==> src/rtl/key_demux_stream.sv <==
// Keyed stream demultiplexer: routes each input beat to the lowest-indexed port
// whose key matches, else to a default port (or a sink), with a 2-entry FIFO per port.

module kds_fifo #(
    parameter int DATA_LEN = 8
) (
    input  logic                clk,
    input  logic                rst_n,
    input  logic                push_i,
    input  logic                pop_i,
    input  logic [DATA_LEN-1:0] data_i,
    output logic                valid_o,
    output logic                full_o,
    output logic [DATA_LEN-1:0] data_o
);
    logic [1:0]          count_q, count_d;
    logic                wptr_q, rptr_q;
    logic [DATA_LEN-1:0] mem_q [2];

    always_comb begin
        count_d = count_q + {1'b0, push_i} - {1'b0, pop_i};
    end

    always_ff @(posedge clk or negedge rst_n) begin
        if (!rst_n) begin
            count_q <= '0;
            wptr_q  <= 1'b0;
            rptr_q  <= 1'b0;
            for (int i = 0; i < 2; i++) mem_q[i] <= '0;
        end else begin
            count_q <= count_d;
            if (push_i) begin
                mem_q[wptr_q] <= data_i;
                wptr_q        <= ~wptr_q;
            end
            if (pop_i) rptr_q <= ~rptr_q;
        end
    end

    assign valid_o = (count_q != 2'd0);
    assign full_o  = (count_q == 2'd2);
    assign data_o  = mem_q[rptr_q];
endmodule

module key_demux_stream #(
    parameter int NR_KEY      = 4,
    parameter int KEY_LEN     = 2,
    parameter int DATA_LEN    = 8,
    parameter bit HAS_DEFAULT = 1'b1,
    parameter int CNT_W       = 8
) (
    input  logic                       clk,
    input  logic                       rst_n,
    input  logic [NR_KEY*KEY_LEN-1:0]  key_list,
    input  logic                       in_valid,
    output logic                       in_ready,
    input  logic [KEY_LEN-1:0]         in_key,
    input  logic [DATA_LEN-1:0]        in_data,
    output logic [NR_KEY-1:0]          out_valid,
    input  logic [NR_KEY-1:0]          out_ready,
    output logic [NR_KEY*DATA_LEN-1:0] out_data,
    output logic                       dflt_valid,
    input  logic                       dflt_ready,
    output logic [DATA_LEN-1:0]        dflt_data,
    output logic [CNT_W-1:0]           miss_cnt,
    output logic                       miss
);
    localparam int NF = NR_KEY + 1;  // slot NR_KEY is the default port

    logic [NF-1:0]                sel_oh, push, pop, full, valid;
    logic [NF-1:0][DATA_LEN-1:0]  head;
    logic                         any_hit, accept;
    logic [CNT_W-1:0]             miss_cnt_q, miss_cnt_d;
    logic                         miss_q, miss_d;

    // Priority select: lowest matching port wins, so duplicate keys never fan out.
    always_comb begin
        sel_oh  = '0;
        any_hit = 1'b0;
        for (int n = 0; n < NR_KEY; n++) begin
            if (!any_hit && (key_list[n*KEY_LEN +: KEY_LEN] == in_key)) begin
                sel_oh[n] = 1'b1;
                any_hit   = 1'b1;
            end
        end
        if (!any_hit) sel_oh[NR_KEY] = 1'b1;
    end

    assign in_ready = ~|(sel_oh & full);
    assign accept   = in_valid && in_ready;
    assign push     = sel_oh & {NF{accept}};

    for (genvar n = 0; n < NR_KEY; n++) begin : g_port
        assign pop[n] = valid[n] && out_ready[n];
        kds_fifo #(.DATA_LEN(DATA_LEN)) u_fifo (
            .clk    (clk),
            .rst_n  (rst_n),
            .push_i (push[n]),
            .pop_i  (pop[n]),
            .data_i (in_data),
            .valid_o(valid[n]),
            .full_o (full[n]),
            .data_o (head[n])
        );
        assign out_valid[n]                       = valid[n];
        assign out_data[n*DATA_LEN +: DATA_LEN]   = head[n];
    end

    if (HAS_DEFAULT) begin : g_dflt
        assign pop[NR_KEY] = valid[NR_KEY] && dflt_ready;
        kds_fifo #(.DATA_LEN(DATA_LEN)) u_fifo (
            .clk    (clk),
            .rst_n  (rst_n),
            .push_i (push[NR_KEY]),
            .pop_i  (pop[NR_KEY]),
            .data_i (in_data),
            .valid_o(valid[NR_KEY]),
            .full_o (full[NR_KEY]),
            .data_o (head[NR_KEY])
        );
    end else begin : g_sink
        // Unmatched beats fall into a sink that never fills.
        assign pop[NR_KEY]   = 1'b0;
        assign valid[NR_KEY] = 1'b0;
        assign full[NR_KEY]  = 1'b0;
        assign head[NR_KEY]  = '0;
    end

    assign dflt_valid = valid[NR_KEY];
    assign dflt_data  = head[NR_KEY];

    always_comb begin
        miss_d     = accept && !any_hit;
        miss_cnt_d = miss_cnt_q;
        if (miss_d && (miss_cnt_q != {CNT_W{1'b1}})) miss_cnt_d = miss_cnt_q + 1'b1;
    end

    always_ff @(posedge clk or negedge rst_n) begin
        if (!rst_n) begin
            miss_cnt_q <= '0;
            miss_q     <= 1'b0;
        end else begin
            miss_cnt_q <= miss_cnt_d;
            miss_q     <= miss_d;
        end
    end

    assign miss_cnt = miss_cnt_q;
    assign miss     = miss_q;
endmodule

==> config.mk <==
export PLATFORM = sky130hd
export DESIGN_NAME = key_demux_stream
export DESIGN_NICKNAME = d
export VERILOG_FILES = /design/src/rtl/key_demux_stream.sv
export SDC_FILE = /design/constraint.sdc
export NUM_CORES = 1
export LEC_CHECK = 0
export BUFFER_PORTS_ARGS = -buffer_cell sky130_fd_sc_hd__buf_2
export CAP_MARGIN = 25
export CELL_PAD_IN_SITES_DETAIL_PLACEMENT = 0
export CELL_PAD_IN_SITES_GLOBAL_PLACEMENT = 2
export CORE_MARGIN = 2
export CORE_UTILIZATION = 39
export CTS_BUF_LIST = sky130_fd_sc_hd__clkbuf_16
export CTS_CLUSTER_DIAMETER = 30
export DETAILED_ROUTE_END_ITERATION = 10
export PLACE_DENSITY_LB_ADDON = 0.1
export SLEW_MARGIN = 20
export SYNTH_ARGS = -nofsm -noshare
export SYNTH_HDL_FRONTEND = slang
export SYNTH_SLANG_ARGS = --single-unit
export TNS_END_PERCENT = 5
==> constraint.sdc <==
create_clock -name clk -period 2.6 [get_ports clk]
set_clock_uncertainty 0.05 [all_clocks]
set_input_delay 0.52 -clock clk [delete_from_list [all_inputs] [get_ports clk]]
set_output_delay 0.52 -clock clk [all_outputs]
set_load 0.01 [all_outputs]
==> results of run 1 <==
cells in the mapped netlist (all sizes together), types with 2 or more instances:
cell / n
and2: 6
and3: 2
buf: 15
clkbuf: 6
dfrtp: 109
ha: 10
inv: 13
mux2: 124
nand2: 8
nand2b: 4
nand3: 8
nand4: 2
nor2: 7
nor3: 6
nor4: 2
o21ai: 2
or2: 5
xnor2: 18
xor2: 14
sequential cells by signal, indices dropped and copies added (netlist names):
name	count
g_port.u_fifo.mem_q	64
g_port.u_fifo.rptr_q	4
g_port.u_fifo.count_q	8
g_port.u_fifo.wptr_q	4
g_dflt.u_fifo.rptr_q	1
miss	1
g_dflt.u_fifo.count_q	2
g_dflt.u_fifo.mem_q	16
g_dflt.u_fifo.wptr_q	1
miss_cnt	8
how the worst max path moves through the flow:
stage / startpoint / to / slack (ns)
6_report: in_key[1] / in_ready / 0.15
3_5_place_dp: in_key[1] / g_port[3].u_fifo.mem_q[9] / 0.06
2_1_floorplan: in_key[1] / g_port[3].u_fifo.mem_q[10] / 0.27
3_3_place_gp: in_key[1] / g_port[3].u_fifo.mem_q[9] / 0.09
5_1_grt: in_key[1] / in_ready / 0.02
4_1_cts: in_key[1] / in_ready / 0.12
stage by stage:
step	area (um^2)	hold WS [ns]
after detailed placement	5720	0.419
after floorplan	5090	0.174
after global placement	5720	0.422
after CTS	5960	0.119
final	5960	0.106
after global routing	5960	0.149
power by group through the flow:
stage / logic (mW) / clock network, mW / registers [mW]
final: 2.84 / 1.20 / 3.08
after global routing: 3.12 / 1.31 / 3.21
after global placement: 2.85 / 0 / 3.09
after detailed placement: 2.89 / 0 / 3.12
after floorplan: 2.17 / 0 / 2.87
after CTS: 2.90 / 1.25 / 3.09
layer usage:
metal	global-route usage [%]	up-vias	wire length, um
met3	2.90	11	353
met5	0	-	0
met2	24.8	52	4930
met1	22.4	1559	5150
li1	-	1432	-
met4	7.00	0	185
logic make-up (layout without fill, tap and decap cells):
| logic type | after synthesis | in the layout | share of synthesized area [%] |
|---|---|---|---|
| and+or+nand+nor | 53 | 53 | 5.90 |
| adders and majority gates | 10 | 10 | 2.46 |
| DFF | 109 | 109 | 53.6 |
| muxes | 124 | 124 | 28.0 |
| AOI/OAI and AO/OA | 7 | 7 | 1.45 |
| buffers and inverters | 34 | 120 | 3.00 |
| xor gates and xnor gates | 32 | 32 | 5.51 |
worst max-delay path, stage by stage:
cell,delay (ns)
buf_2,0.14
xnor2_1,0.19
a22o_1,0.34
a221o_1,0.21
nand3_1,0.06
mux2_2,0.27
buf_2,0.14
layout by cell type (no fill, tap or decap), types with 6 or more instances in the layout:
cell type and n:
and2_1 6, buf_2 79, buf_4 14, clkbuf_16 9, dfrtp_1 109, ha_1 10, inv_1 14, mux2_2 116
mux2_4 8, nand2_1 8, nand3_1 8, nor2_1 7, xnor2_1 18, xor2_1 14
cell type report:
| cell class | instances | area (um^2) | share of cell area (%) |
|---|---|---|---|
| flip-flops and latches | 109 | 2730 | 45.7 |
| multi-input cells | 226 | 2210 | 37.0 |
| repair buffers | 94 | 520 | 8.73 |
| clock buffers | 9 | 225 | 3.78 |
| well taps | 172 | 215 | 3.61 |
| inverters | 13 | 48.8 | 0.818 |
| clock inverters | 4 | 20.0 | 0.336 |
==> metrics, run 1 <==
post-synth top area share=53.6%; Pins Over Slew Limit=0; setup TNS=0 ns; Area Overhead vs Synth=17.2%; Worst setup SP type=input pin; drt first pass iters=4; Rows=41; layout cells sized above 1=52.7%; DPL Wire Length=between 7 and 8 mm; switching power=2.34 mW; Seq pwr share=43.3%; fin cells=627; PwrDens=1190 mW/mm^2; Total Power=7.13 mW; Clock Pin Slew Worst Setup and Hold Paths=0.06 ns; CP Class=in -> out; final routed DRC violation total=0; P_leak=between 2 and 3 nW; largest net degree at the start of global routing=between 50 and 60; period utilization=between 90% and 100%; ANT nets after route=0; GRT Residual Overflow=0; leading cell types by total area after synthesis=dfrtp_1 54%, mux2_2 26%, xnor2_1 3.1%, ha_1 2.5%, xor2_1 2.4%; ys async rst share=100%; 1st-iter DRT viols=81; htree depth=3; clock group share of total power=between 10% and 20%; Fmax=408 MHz; Tmin final=~2.5 ns; Final Hold Viols=0; Slew headroom=63.1%; Die Area=0.0140 mm^2; Root Driver=clkbuf_16; Least-Margin Pin Slew=roughly 0.55 ns; GRT Util Overall=approximately 16%; DRT Wirelength=10.6 mm; CTS tree=built; Post-Place Cells=614; VDD IR max=0.000402 V; vias in the first global route=~3200; Die X=118 um; Pint=between 4 and 5 mW; Via Count=3054; Worst Path Arrival=1.88 ns; net count after synthesis=405; Sw Ratio=around a third; NumNets Final=between 400 and 500; Seq/Total Area, Yosys=53.6%; #FFs+latches synth=109; via density per instance=about 4.9; Setup WS pre-CTS=0.0553 ns; status=completed; CTS Hold Bufs=0; Synth Cell Area=0.00509 mm^2; worst skew pair latency=0.34 ns; initial antenna violation count=0; IO Port Bufs=80; antenna cell count=0; Fillers=1199; postcts setup bufs=0; first-pass GRT wire length=17.2 mm; Reg2Reg Setup Slack=0.53 ns; worst min path class=in -> async; final core occ=47.1%; worst flop-to-flop path endpoint=g_dflt.u_fifo.mem_q[4]; worst setup margin=0.149 ns; clk sinks=109; initial cell density of the core=40.1%; deepest clock path buffer count=2; Req. time, crit path=2.03 ns; CTS-repair resized insts=0; Die Ht=roughly 120 um; final setup vio count=0; Synth cell types=33; Post-synth EDFFs=0; CTS Buf Count=9; Core Area=0.0127 mm^2; ys flop type=dfrtp_1; RSZ-0062 raised after global routing=false; RD Place Congestion=0.712; worst-path maximum fanout=6; cell taking the most area after synthesis=dfrtp_1; Logic pwr share=39.9%; Wirelength per Cell=16.9 um; Syn Inst Count=about 370; max-capacitance violation count=0; Syn. warnings=0; Crit. End Element=primary output; reg-to-reg critical path startpoint=g_dflt.u_fifo.count_q[1]; io pins=81; Worst Reg-to-Reg Cells=4; syn_area_per_cell=13.8 um^2
Note: power is estimated with default switching activity, not from simulation.
==> run 2, diff against run 1 <==
==> constraint.sdc (replaced) <==
create_clock -name clk -period 2.5 [get_ports clk]
set_clock_uncertainty 0.05 [all_clocks]
set_input_delay 0.5 -clock clk [delete_from_list [all_inputs] [get_ports clk]]
set_output_delay 0.5 -clock clk [all_outputs]
set_load 0.01 [all_outputs]
==> run 2 against run 1 <==
Effect of this change: clock-buffer cell count is the same; sequential power rose by 4%; sequential share of layout area down 0.64 points; worst hold slack got worse by 0.023 ns; critical path depth stayed put; via count increased by 0.98%; combinational power rose by 5%; clock power rose by 10%; utilization up 0.67 points; sequential cell count did not move; cell area increased by 1.4%; largest cell class unchanged; largest power group unchanged.
==> metrics, run 2 (same netlist as run 1, synthesis figures left out) <==
Largest regs=g_port.u_fifo.mem_q (64), g_dflt.u_fifo.mem_q (16); VDD IR max=0.000498 V (+24%); first-pass GRT wire length=17.4 mm (+0.76%); P_leak=2.86 nW (+1.7%); Fillers=1204 (+0.42%); clk sinks=109 (unchanged); Reg area=0.00273 mm^2 (unchanged); Die X=118 um (unchanged); worst-path maximum fanout=4 (-2); RSZ-0062 raised after global routing=false; Fmax=428 MHz; period utilization=93.5%; Pins Over Slew Limit=0 (unchanged); 1st-iter DRT viols=92 (+14%); slowest cell on the critical path=mux2_2; initial cell density of the core=40.1% (unchanged); Wirelength per Cell=16.7 um (-1.4%); CTS Buf Count=9 (unchanged); Core Area=0.0127 mm^2 (unchanged); Rows=41 (unchanged); largest reg by FF count=g_port.u_fifo.mem_q; Worst setup SP type=input pin; deepest clock path buffer count=2 (unchanged); max reg flops=64 (unchanged); Tmin final=approximately 2.3 ns; GRT Util Overall=16.3% (+0.14 points); htree depth=3 (unchanged); most frequent cells in the layout=116 x mux2_2, 109 x dfrtp_1, 79 x buf_2; area occupied by multi-input gates=0.00221 mm^2 (unchanged); Via Count=3084 (+0.98%); CP peak stage delay=0.28 ns (-0.06 ns); Crit. End Element=primary output; Worst Path Arrival=1.79 ns (-0.09 ns); largest net degree at the start of global routing=45 (-12%); RD Place Congestion=0.718 (+0.83%); Design Area, Final=0.00605 mm^2 (+1.4%); status=completed; worst skew pair latency=0.35 ns (about the same); most frequent cell on the critical path=buf_2; io pins=81 (unchanged); max-capacitance violation count=0 (unchanged); DPL Wire Length=7.41 mm (-0.18%); worst min path class=in -> async; CP Cell Sequence=buf_2 > xnor2_1 > a22o_1 > a221o_1 > nand3_1 > mux2_2 > buf_2; DRT Wirelength=10.6 mm (+0.19%); final setup vio count=0 (unchanged); via density per instance=4.84 (-0.60%); final routed DRC violation total=0 (unchanged); setup TNS=0 ns (unchanged); CTS tree=built; Clock Pin Slew Worst Setup and Hold Paths=0.07 ns (about the same); NumNets Final=496 (+1.4%); Least-Margin Pin Slew=0.554 ns (+0.0000237 ns); Req. time, crit path=1.95 ns (-0.08 ns); ANT nets after route=0 (unchanged); commonest non-fill, non-tap cell in the layout=mux2_2; drt first pass iters=4 (unchanged); PwrDens=1240 mW/mm^2 (+3.8%); Placed Area=0.00578 mm^2 (+1.1%); GRT Residual Overflow=0 (unchanged); Area Overhead vs Synth=18.9%; layout cells sized above 1=53.8% (+1.0 points); antenna cell count=0 (unchanged); Final Hold Viols=0 (unchanged); Slew headroom=63.1% (about the same); CTS-repair resized insts=0 (unchanged); Die Ht=118 um (unchanged); initial antenna violation count=0 (unchanged); vias in the first global route=3244 (+1.9%); CTS Hold Bufs=0 (unchanged); Die Area=0.0140 mm^2 (unchanged); worst path bufs/invs=2 (unchanged); cell family with most CP delay=compound AO/OA/AOI/OAI gates; postcts setup bufs=0 (unchanged); Root Driver=clkbuf_16; CP Class=in -> out; IO Port Bufs=80 (unchanged)
## run 2: final cells by class
cell class              instances  area share (%)
flip-flops and latches        109            45.1
multi-input cells             226            36.5
repair buffers                101            9.68
clock buffers                   9            3.72
well taps                     172            3.56
inverters                      13           0.807
clock inverters                 7           0.662
## run 2: stage by stage
stage	util (%)	total power, mW	hold slack, ns	worst slack (ns)	cells
6_report	47.7	7.50	0.0829	0.163	637
2_1_floorplan	-	5.24	0.154	0.186	369
3_3_place_gp	45.6	6.19	0.414	0.116	621
4_1_cts	47.7	7.64	0.0991	0.146	637
3_5_place_dp	45.6	6.28	0.419	0.0738	621
5_1_grt	47.7	8.07	0.126	0.0524	637
## run 2: report_power, final
| part | internal, mW | total, mW | switching, mW |
|---|---|---|---|
| registers | 2.61 | 3.20 | 0.587 |
| logic | 1.74 | 2.98 | 1.24 |
| clock network | 0.670 | 1.32 | 0.650 |
| total | 5.03 | 7.50 | 2.47 |
## run 2: worst reg2reg max path, delay by kind of cell (launching register included)
kind | cells | cell delay [ns]
compound gates | 2 | 0.64
buf+inv | 1 | 0.13
flops | 1 | 0.41
mux | 1 | 0.33
simple gates | 1 | 0.22
## run 2: worst paths after layout
| path | endpoint | from | slack [ns] | cells after the start |
|---|---|---|---|---|
| setup / recovery | in_ready | in_key[0] | 0.16 | 7 |
| hold / removal | g_port[3].u_fifo.count_q[1] | rst_n | 0.08 | 1 |
| setup reg to reg | g_dflt.u_fifo.mem_q[7] | g_dflt.u_fifo.count_q[1] | 0.60 | 5 |
| hold reg to reg | g_dflt.u_fifo.wptr_q | g_dflt.u_fifo.wptr_q | 0.43 | 1 |
| max in group asynchronous | g_port[1].u_fifo.mem_q[11] | rst_n | 1.55 | 2 |
| min in group clk | g_port[3].u_fifo.rptr_q | out_ready[3] | 0.42 | 3 |
## run 2: layer usage
metal  GRT usage [%]  wire, um  share of wire (%)  vias up
met4            7.23       208                2.0        0
met5               0         0                  0        -
met3            3.19       348                3.3       15
li1                -         -                  -     1452
met1            22.7      5180                 49     1568
met2            24.6      4910                 46       49
==> run 3, diff against run 2 <==
--- a/config.mk
+++ b/config.mk
@@ -10,7 +10,7 @@
 export CELL_PAD_IN_SITES_DETAIL_PLACEMENT = 0
 export CELL_PAD_IN_SITES_GLOBAL_PLACEMENT = 2
 export CORE_MARGIN = 2
-export CORE_UTILIZATION = 39
+export CORE_UTILIZATION = 30
 export CTS_BUF_LIST = sky130_fd_sc_hd__clkbuf_16
 export CTS_CLUSTER_DIAMETER = 30
 export DETAILED_ROUTE_END_ITERATION = 10
==> run 3 against run 2 <==
Effect of this change: critical path depth unchanged; cell count increased by 6.4%; utilization decreased by 11 points; die area increased by 29%; clock power increased by 4%; power increased by 1.3%; worst hold slack improved by 0.098 ns; sequential share of layout area decreased by 0.20 points; cell area increased by 0.46%; largest cell class unchanged; global-route usage decreased by 2.5 points; setup slack got worse by 0.0027 ns; fmax decreased by 0.12%.
==> metrics, run 3 (same netlist as run 1, synthesis figures left out) <==
Root Driver=clkbuf_16; Wirelength per Cell=17.2 um (+2.9%); IO Port Bufs=80 (unchanged); deepest clock path buffer count=2 (unchanged); Slew headroom=59.1% (-3.9 points); final setup vio count=0 (unchanged); most frequent cells in the layout=116 x mux2_2, 109 x dfrtp_1, 79 x buf_2; P_leak=2.83 nW (-0.78%); Clock Pin Slew Worst Setup and Hold Paths=0.06 ns (about the same); Die Area=0.0180 mm^2 (+29%); Rows=47 (+15%); via density per instance=4.51 (-6.9%); worst min path class=in -> async; worst-path maximum fanout=4 (unchanged); CTS-repair resized insts=0 (unchanged); Die Ht=134 um (+14%); slowest cell on the critical path=xnor2_1; Core Area=0.0166 mm^2 (+31%); Via Count=3056 (-0.91%); Final Hold Viols=0 (unchanged); CTS tree=built; Tmin final=2.34 ns (+0.00269 ns); Setup WS pre-CTS=0.0767 ns (+0.00296 ns); postcts setup bufs=0 (unchanged); PwrDens=1250 mW/mm^2 (+0.88%); Fmax=427 MHz (-0.12%); largest reg by FF count=g_port.u_fifo.mem_q; antenna cell count=0 (unchanged); CTS Hold Bufs=0 (unchanged); CTS Buf Count=9 (unchanged); period utilization=93.6% (+0.11 points); 1st-iter DRT viols=74 (-20%); RSZ-0062 raised after global routing=false; clk sinks=109 (unchanged); largest net degree at the start of global routing=110 (+140%); Least-Margin Pin Slew=0.613 ns (+0.0592 ns); initial cell density of the core=30.7% (-9.5 points); GRT Util Overall=13.8% (-2.5 points); Pins Over Slew Limit=0 (unchanged); RD Place Congestion=0.702 (-2.1%); setup TNS=0 ns (unchanged); Largest regs=g_port.u_fifo.mem_q (64), g_dflt.u_fifo.mem_q (16); Die X=134 um (+14%); Worst Path Arrival=1.79 ns (about the same); CP Class=in -> out; VDD IR max=0.000420 V (-16%); cell family with most CP delay=XOR/XNOR gates; Area Overhead vs Synth=19.5%; DRT Wirelength=11.7 mm (+9.5%); worst setup margin=0.160 ns (-0.00269 ns); io pins=81 (unchanged); max-capacitance violation count=0 (unchanged); htree depth=3 (unchanged); commonest non-fill, non-tap cell in the layout=mux2_2; ANT nets after route=0 (unchanged); NumNets Final=491 (-1.0%); GRT Residual Overflow=0 (unchanged); vias in the first global route=3161 (-2.6%); DPL Wire Length=8.06 mm (+8.8%); layout cells sized above 1=52.6% (-1.1 points); first-pass GRT wire length=18.6 mm (+7.1%); CP Cell Sequence=buf_2 > xnor2_1 > nand2_1 > nand3_1 > nand3_1 > mux2_2 > buf_2; worst path bufs/invs=2 (unchanged); CP peak stage delay=0.43 ns (+0.15 ns); drt first pass iters=4 (unchanged); status=completed; max reg flops=64 (unchanged); Worst setup SP type=input pin; Crit. End Element=primary output; initial antenna violation count=0 (unchanged); worst skew pair latency=0.35 ns (about the same); Req. time, crit path=1.95 ns (about the same); final routed DRC violation total=0 (unchanged)
==> run 3: final timing paths <==
check / from / to / slack [ns] / cells past startpoint
worst max-delay path: in_key[0] / in_ready / 0.16 / 7
worst min-delay path: rst_n / g_port[3].u_fifo.mem_q[6] / 0.18 / 2
worst max register to register: g_dflt.u_fifo.count_q[1] / g_dflt.u_fifo.mem_q[5] / 0.58 / 5
worst min register to register: g_dflt.u_fifo.wptr_q / g_dflt.u_fifo.wptr_q / 0.43 / 1
max in group asynchronous: rst_n / g_port[1].u_fifo.mem_q[15] / 1.77 / 2
min in group clk: g_dflt.u_fifo.wptr_q / g_dflt.u_fifo.wptr_q / 0.43 / 1
==> run 3: area by class of cell <==
type / count / area [um^2]
clock buffers: 9 / 225
clock inverters: 5 / 45.0
fillers: 1689 / 10500
inverters: 13 / 48.8
multi-input cells: 226 / 2210
flip-flops and latches: 109 / 2730
well taps: 220 / 275
repair buffers: 96 / 548
==> run 3: through the flow <==
step	hold WS, ns	cell area, um^2	std cells	utilization, %	power, mW
final	0.181	6080	678	36.6	7.60
after global routing	0.226	6080	678	36.6	8.17
after CTS	0.216	6080	678	36.6	7.78
after detailed placement	0.416	5810	664	35.0	6.34
after global placement	0.411	5810	664	35.0	6.26
after floorplan	0.154	5090	369	-	5.24
==> run 3: power breakdown <==
group          switching, mW  total (mW)  internal (mW)  leakage [nW]
combinational           1.28        3.02           1.74          1.37
sequential             0.603        3.22           2.61          1.33
clock                  0.617        1.37          0.753         0.135
total                   2.50        7.60           5.10          2.83
==> run 3: layer usage <==
| layer | GRT usage, % | wire (um) |
|---|---|---|
| met5 | 0 | 0 |
| met4 | 5.26 | 180 |
| met3 | 2.99 | 437 |
| met2 | 19.8 | 5120 |
| met1 | 20.4 | 5920 |
